## src/rtl/mux5_rr_sched_pkg.sv

```systemverilog
// Shared types, constants and the round-robin pick helper for the 5-way scheduler.
package mux5_rr_sched_pkg;

    localparam int N_SRC = 5;
    localparam int SEL_W = 3;

    typedef enum logic {
        IDLE  = 1'b0,
        GRANT = 1'b1
    } state_t;

    typedef struct packed {
        logic             found;
        logic [SEL_W-1:0] idx;
    } rr_pick_t;

    // First set request scanning upward from last+1 with wrap. The last
    // holder itself is visited last, so it only wins when it is alone.
    function automatic rr_pick_t rr_next(input logic [SEL_W-1:0] last,
                                         input logic [N_SRC-1:0] req);
        rr_pick_t pick;
        int       cand;
        pick = '0;
        for (int k = 1; k <= N_SRC; k++) begin
            cand = (int'(last) + k) % N_SRC;
            if (!pick.found && req[cand]) begin
                pick.found = 1'b1;
                pick.idx   = SEL_W'(cand);
            end
        end
        return pick;
    endfunction

endpackage

```

## src/rtl/mux5_rr_sched_if.sv

```systemverilog
// Requester-side bus of the scheduler: requests and data in, grant/select/data out.
interface mux5_rr_sched_if;
    import mux5_rr_sched_pkg::*;

    logic [N_SRC-1:0] req;
    logic [N_SRC-1:0] a;
    logic [N_SRC-1:0] gnt;
    logic [SEL_W-1:0] sel;
    logic             busy;
    logic             y;

    modport master (output req, output a, input gnt, input sel, input busy, input y);
    modport slave  (input req, input a, output gnt, output sel, output busy, output y);

endinterface

```

## src/rtl/mux5_rr_sched_mux5_1.sv

```systemverilog
// Combinational 5:1 single-bit mux; out-of-range selects read as 0.
module mux5_1
    import mux5_rr_sched_pkg::*;
(
    input  logic [SEL_W-1:0] sel,
    input  logic [N_SRC-1:0] a,
    output logic             y
);

    // Plain decode; 5..7 are unreachable but still resolve to a quiet 0.
    always_comb begin
        case (sel)
            3'd0:    y = a[0];
            3'd1:    y = a[1];
            3'd2:    y = a[2];
            3'd3:    y = a[3];
            3'd4:    y = a[4];
            default: y = 1'b0;
        endcase
    end

endmodule

```

## src/rtl/mux5_rr_sched.sv

```systemverilog
// Round-robin arbiter that drives the shared 5:1 mux select and registers its output.
module mux5_rr_sched
    import mux5_rr_sched_pkg::*;
#(
    parameter int MAX_HOLD = 4
) (
    input  logic             clk,
    input  logic             rst_n,
    mux5_rr_sched_if.slave   bus
);

    localparam logic [3:0] HOLD_LAST = 4'(MAX_HOLD - 1);

    state_t           state_q, state_d;
    logic [3:0]       cnt_q, cnt_d;
    logic [SEL_W-1:0] sel_q, sel_d;
    logic [SEL_W-1:0] last_q, last_d;
    logic             y_q;

    logic             busy;
    logic [N_SRC-1:0] gnt;
    logic             mux_bit;
    rr_pick_t         pick;
    logic             holder_req;
    logic             release_now;

    mux5_1 u_mux (
        .sel (sel_q),
        .a   (bus.a),
        .y   (mux_bit)
    );

    // State register: arbiter state plus the output bit, all cleared asynchronously.
    always_ff @(posedge clk or negedge rst_n) begin
        if (!rst_n) begin
            state_q <= IDLE;
            cnt_q   <= '0;
            sel_q   <= '0;
            last_q  <= 3'd4;
            y_q     <= 1'b0;
        end else begin
            state_q <= state_d;
            cnt_q   <= cnt_d;
            sel_q   <= sel_d;
            last_q  <= last_d;
            y_q     <= busy ? mux_bit : 1'b0;
        end
    end

    // Next state: grant from idle, or on release hand off directly without a bubble.
    always_comb begin
        pick        = rr_next(last_q, bus.req);
        holder_req  = |(bus.req & gnt);
        release_now = !holder_req || (cnt_q == HOLD_LAST);
        state_d     = state_q;
        cnt_d       = cnt_q;
        sel_d       = sel_q;
        last_d      = last_q;
        case (state_q)
            IDLE: begin
                if (pick.found) begin
                    state_d = GRANT;
                    cnt_d   = '0;
                    sel_d   = pick.idx;
                    last_d  = pick.idx;
                end
            end
            GRANT: begin
                if (release_now) begin
                    cnt_d = '0;
                    if (pick.found) begin
                        sel_d  = pick.idx;
                        last_d = pick.idx;
                    end else begin
                        state_d = IDLE;
                    end
                end else begin
                    cnt_d = cnt_q + 4'd1;
                end
            end
        endcase
    end

    // Outputs: grant is the one-hot of sel while granting; sel itself is held in idle.
    always_comb begin
        busy = (state_q == GRANT);
        gnt  = '0;
        for (int i = 0; i < N_SRC; i++) begin
            gnt[i] = busy && (sel_q == SEL_W'(i));
        end
    end

    assign bus.gnt  = gnt;
    assign bus.busy = busy;
    assign bus.sel  = sel_q;
    assign bus.y    = y_q;

endmodule

```

## src/flat_wrapper.sv

```systemverilog
// flat-port wrapper written by rule: the top's interface ports become plain ports
module mux5_rr_sched_flat import mux5_rr_sched_pkg::*;
#(
    parameter int MAX_HOLD = 4
)
  (clk, rst_n, bus_req, bus_a, bus_gnt, bus_sel, bus_busy, bus_y);
  mux5_rr_sched_if bus_i ();
  input  logic clk;
  input  logic rst_n;
  input wire logic [$bits(bus_i.req)-1:0] bus_req;
  input wire logic [$bits(bus_i.a)-1:0] bus_a;
  output wire logic [$bits(bus_i.gnt)-1:0] bus_gnt;
  output wire logic [$bits(bus_i.sel)-1:0] bus_sel;
  output wire logic [$bits(bus_i.busy)-1:0] bus_busy;
  output wire logic [$bits(bus_i.y)-1:0] bus_y;
  assign bus_i.req = bus_req;
  assign bus_i.a = bus_a;
  assign bus_gnt = bus_i.gnt;
  assign bus_sel = bus_i.sel;
  assign bus_busy = bus_i.busy;
  assign bus_y = bus_i.y;
  mux5_rr_sched #(.MAX_HOLD(MAX_HOLD)) u_core (.clk(clk), .rst_n(rst_n), .bus(bus_i));
endmodule
```

## config.mk

```make
export PLATFORM = sky130hd
export DESIGN_NAME = mux5_rr_sched_flat
export DESIGN_NICKNAME = d
export VERILOG_FILES = /design/src/rtl/mux5_rr_sched_pkg.sv /design/src/rtl/mux5_rr_sched_if.sv /design/src/rtl/mux5_rr_sched_mux5_1.sv /design/src/rtl/mux5_rr_sched.sv /design/src/flat_wrapper.sv
export SDC_FILE = /design/constraint.sdc
export NUM_CORES = 1
export LEC_CHECK = 0
export ABC_AREA = 1
export CAP_MARGIN = 30
export CELL_PAD_IN_SITES_DETAIL_PLACEMENT = 1
export CELL_PAD_IN_SITES_GLOBAL_PLACEMENT = 2
export CORE_MARGIN = 1.5
export CORE_UTILIZATION = 31
export DETAILED_ROUTE_END_ITERATION = 7
export PLACE_DENSITY = 0.87
export SLEW_MARGIN = 20
export SYNTH_ARGS = -nofsm -noshare
export SYNTH_HDL_FRONTEND = slang
export SYNTH_SLANG_ARGS = --single-unit
```

## constraint.sdc

```tcl
create_clock -name clk -period 4.8 [get_ports clk]
set_clock_uncertainty 0.1 [all_clocks]
set_input_delay 0.96 -clock clk [delete_from_list [all_inputs] [get_ports clk]]
set_output_delay 0.96 -clock clk [all_outputs]
set_load 0.02 [all_outputs]
```

==> results.ini <==
[outcome]
status = finished, final reports clean

[placed_design]
port_buffers = 21
place.gp.congestion = 0.9041
hpwl_mm = 5.516

[clocking]
hold_buffers = 0
cts_resized = 0
post-cts-setup-buffers = 0
cts_max_path_buffers = 2
clock_sinks = 10
cts_tree = built
root_buffer = clkbuf_8
htree_levels = 1
cts_buffers = 3
insertion_delay_ns = 0.24
clkSlewWorstSetupHoldPaths_ns = 0.05

[logic_synthesis]
synth_simple_gate_area_share_pct = 53.43
synthAdderAreaFrac_pct = 14.95
syn-cell-area_um2 = 2260
avgSynthCellArea_um2 = 6.074
synth_top_family_by_area = simple AND/OR/NAND/NOR gates
synth_nets = 411
synth_mux_area_share_pct = 0
synth-seq-cells = 10
ys_seq_area_share_pct = 11.13
yosys_warnings = 0
yosysUniqueCellTypes = 37
syn_inst = 372
synth_xor_area_share_pct = 2.270
synth_compound_area_share_pct = 6.811

[floorplan]
start_util_pct = 32.72
die_w_um = 88.38
die_h_um = 88.38
ios = 22
rows = 30
coreArea_um2 = 6907
dieArea_um2 = 7810

[global_routing]
track_usage_pct = 18.74
grt_pass1_wl_mm = 11.61
grt_pass1_vias = 2505
overflow = 0
grt_use_met1_pct = 25.87
antenna_found_initial = 0
busiest_layer = met2
grt_use_met3_pct = 0.8396
use_met2_pct = 31.99
grt_max_degree = 24

[setup_path]
cp.required_ns = 4.83
cp-start-kind = flop
cp.arrival_ns = 4.17
cp_max_fo = 23
endpoint_kind = flop
crit_type = flop to flop

[cells_and_area]
layout-drive-gt1-share_pct = 17.09
antennaDiodeCount = 0
final_nets = 432
area_growth_pct = 15.45

[detailed_routing]
dr.pass1.iters = 4
dr.first_iter.drc_count = 61
drc = 0
vias = 2343
viasPerCell = 4.801
final_antenna_net_count = 0
routedWlPerCell_um = 13.58
drt-total-wl_mm = 6.626

[timing]
rsz0062_at_grt = no
setup_tns_ns = 0
worst_slew_margin_rel_pct = 68.80
fmaxAchievable_mhz = 241.6
finalHoldViolations = 0
worst_pin_slew_ns = 0.4666
finalSetupViolCount = 0
finalMaxSlewViolations = 0
fin_crit_sh_pct = 86.22
min_period_ns = 4.139

[flow_run]
maxCapViolCount = 0

[min_path]
hp-class = flop to flop

sequential cells by signal, summed over array words and instances (netlist names):
name	flops
u_core.bus.busy	1
u_core.bus.sel	1
u_core.last_q	3
u_core.bus.y	1
u_core.cnt_q	4
worst max-delay path, cell delays in order (launching register included):
cell	delay, ns
dfrtp_1	0.38
buf_4	0.30
ha_1	0.37
inv_2	0.09
nand2_2	0.09
nand2_2	0.10
ha_1	0.21
nor2_1	0.09
nand3_1	0.11
nand2_1	0.09
xor2_1	0.26
ha_1	0.22
inv_1	0.06
or2_2	0.26
nand2_1	0.13
nand2_1	0.11
nand2_1	0.07
nand2_1	0.12
inv_1	0.11
nand3_1	0.09
nand2_1	0.08
nand2_1	0.06
nand2_1	0.10
nand4_4	0.13
nand2_4	0.13
inv_2	0.03
nand2_1	0.07
nand2_1	0.06
path summary, 6_finish.rpt:
path,cells past startpoint,end,slack (ns),from
min in group asynchronous,1,u_core.bus.busy$_DFF_PN0_,0.94,rst_n
worst max-delay path,27,u_core.bus.sel[2]$_DFFE_PN0P_,0.66,u_core.last_q[0]$_DFFE_PN0P_
max in group asynchronous,1,u_core.last_q[2]$_DFFE_PN1P_,3.31,rst_n
worst min register to register,1,u_core.cnt_q[0]$_DFFE_PN0P_,0.42,u_core.cnt_q[0]$_DFFE_PN0P_
worst max register to register,27,u_core.bus.sel[2]$_DFFE_PN0P_,0.66,u_core.last_q[0]$_DFFE_PN0P_
worst min-delay path,1,u_core.cnt_q[0]$_DFFE_PN0P_,0.42,u_core.cnt_q[0]$_DFFE_PN0P_
metrics by stage:
stage / cell area [um^2] / hold slack (ns) / setup WS [ns] / utilization (%) / std cells
6_report: 2609 / 0.4169 / 0.6614 / 37.77 / 488
5_1_grt: 2609 / 0.4460 / 0.2104 / 37.77 / 488
4_1_cts: 2609 / 0.4159 / 0.6189 / 37.77 / 488
3_5_place_dp: 2564 / 0.4051 / 0.6522 / 37.12 / 484
3_3_place_gp: 2564 / 0.3993 / 0.6659 / 37.12 / 484
2_1_floorplan: 2260 / 0.3765 / 1.053 / - / 372
cell usage in the layout (no fill, tap or decap), drive strengths merged, types with 7 or more instances in the layout:
cell / count
o21ai: 12
nand2: 131
nand3: 67
nand4: 7
inv: 54
a21oi: 7
clkdlybuf4s50: 21
nor2: 30
dfrtp: 9
ha: 27
area by class of cell:
class,count,area [um^2]
tap,96,120.1
sequential,10,251.5
clock buffer,4,45.04
timing repair buffer,24,232.7
multi-input combinational,299,1750
inverter,55,209.0
fill,946,4298
cell families after synthesis:
| group | count (synthesis) |
|---|---|
| buf+inv | 63 |
| xor+xnor | 5 |
| flops | 10 |
| compound gates | 24 |
| fa+ha+maj | 27 |
| simple gates | 243 |
synthesized netlist by cell type:
cell type | instances | share of area (%)
dfstp_2 | 1 | 1.2
nand2_4 | 1 | 0.50
inv_1 | 39 | 6.5
nand2_2 | 23 | 6.4
nor2_4 | 1 | 0.50
ha_1 | 27 | 15
nand4_1 | 5 | 1.4
o221ai_1 | 1 | 0.39
nand3_4 | 1 | 0.78
inv_4 | 1 | 0.28
clkbuf_1 | 4 | 0.66
o21ai_1 | 5 | 1.1
buf_4 | 3 | 1.0
a21oi_1 | 4 | 0.89
nand3_1 | 57 | 13
nand4_2 | 1 | 0.55
a21oi_4 | 1 | 0.72
a31oi_1 | 2 | 0.55
inv_2 | 14 | 2.3
a21oi_2 | 2 | 0.78
xor2_1 | 4 | 1.6
nand4_4 | 1 | 0.94
o21ai_2 | 1 | 0.39
nand3b_1 | 5 | 1.7
or2_1 | 1 | 0.28
nor2_8 | 1 | 0.89
or2_2 | 2 | 0.55
o22ai_1 | 1 | 0.28
dfrtp_1 | 9 | 10
nand2_1 | 107 | 18
nor2_1 | 28 | 4.7
o21ai_0 | 6 | 1.3
o2111ai_1 | 1 | 0.39
buf_6 | 1 | 0.50
clkinv_1 | 1 | 0.17
nand3_2 | 9 | 4.0
xor2_2 | 1 | 0.72
routing by layer:
layer | vias to the layer above | part of all wire (%)
met2 | 27 | 45
met4 | 0 | 1.9
li1 | 1226 | -
met1 | 1079 | 51
met3 | 11 | 1.6
met5 | - | 0
Power is not shown: default switching activity piles up to over one toggle a cycle in this logic, so the estimate is an artifact.
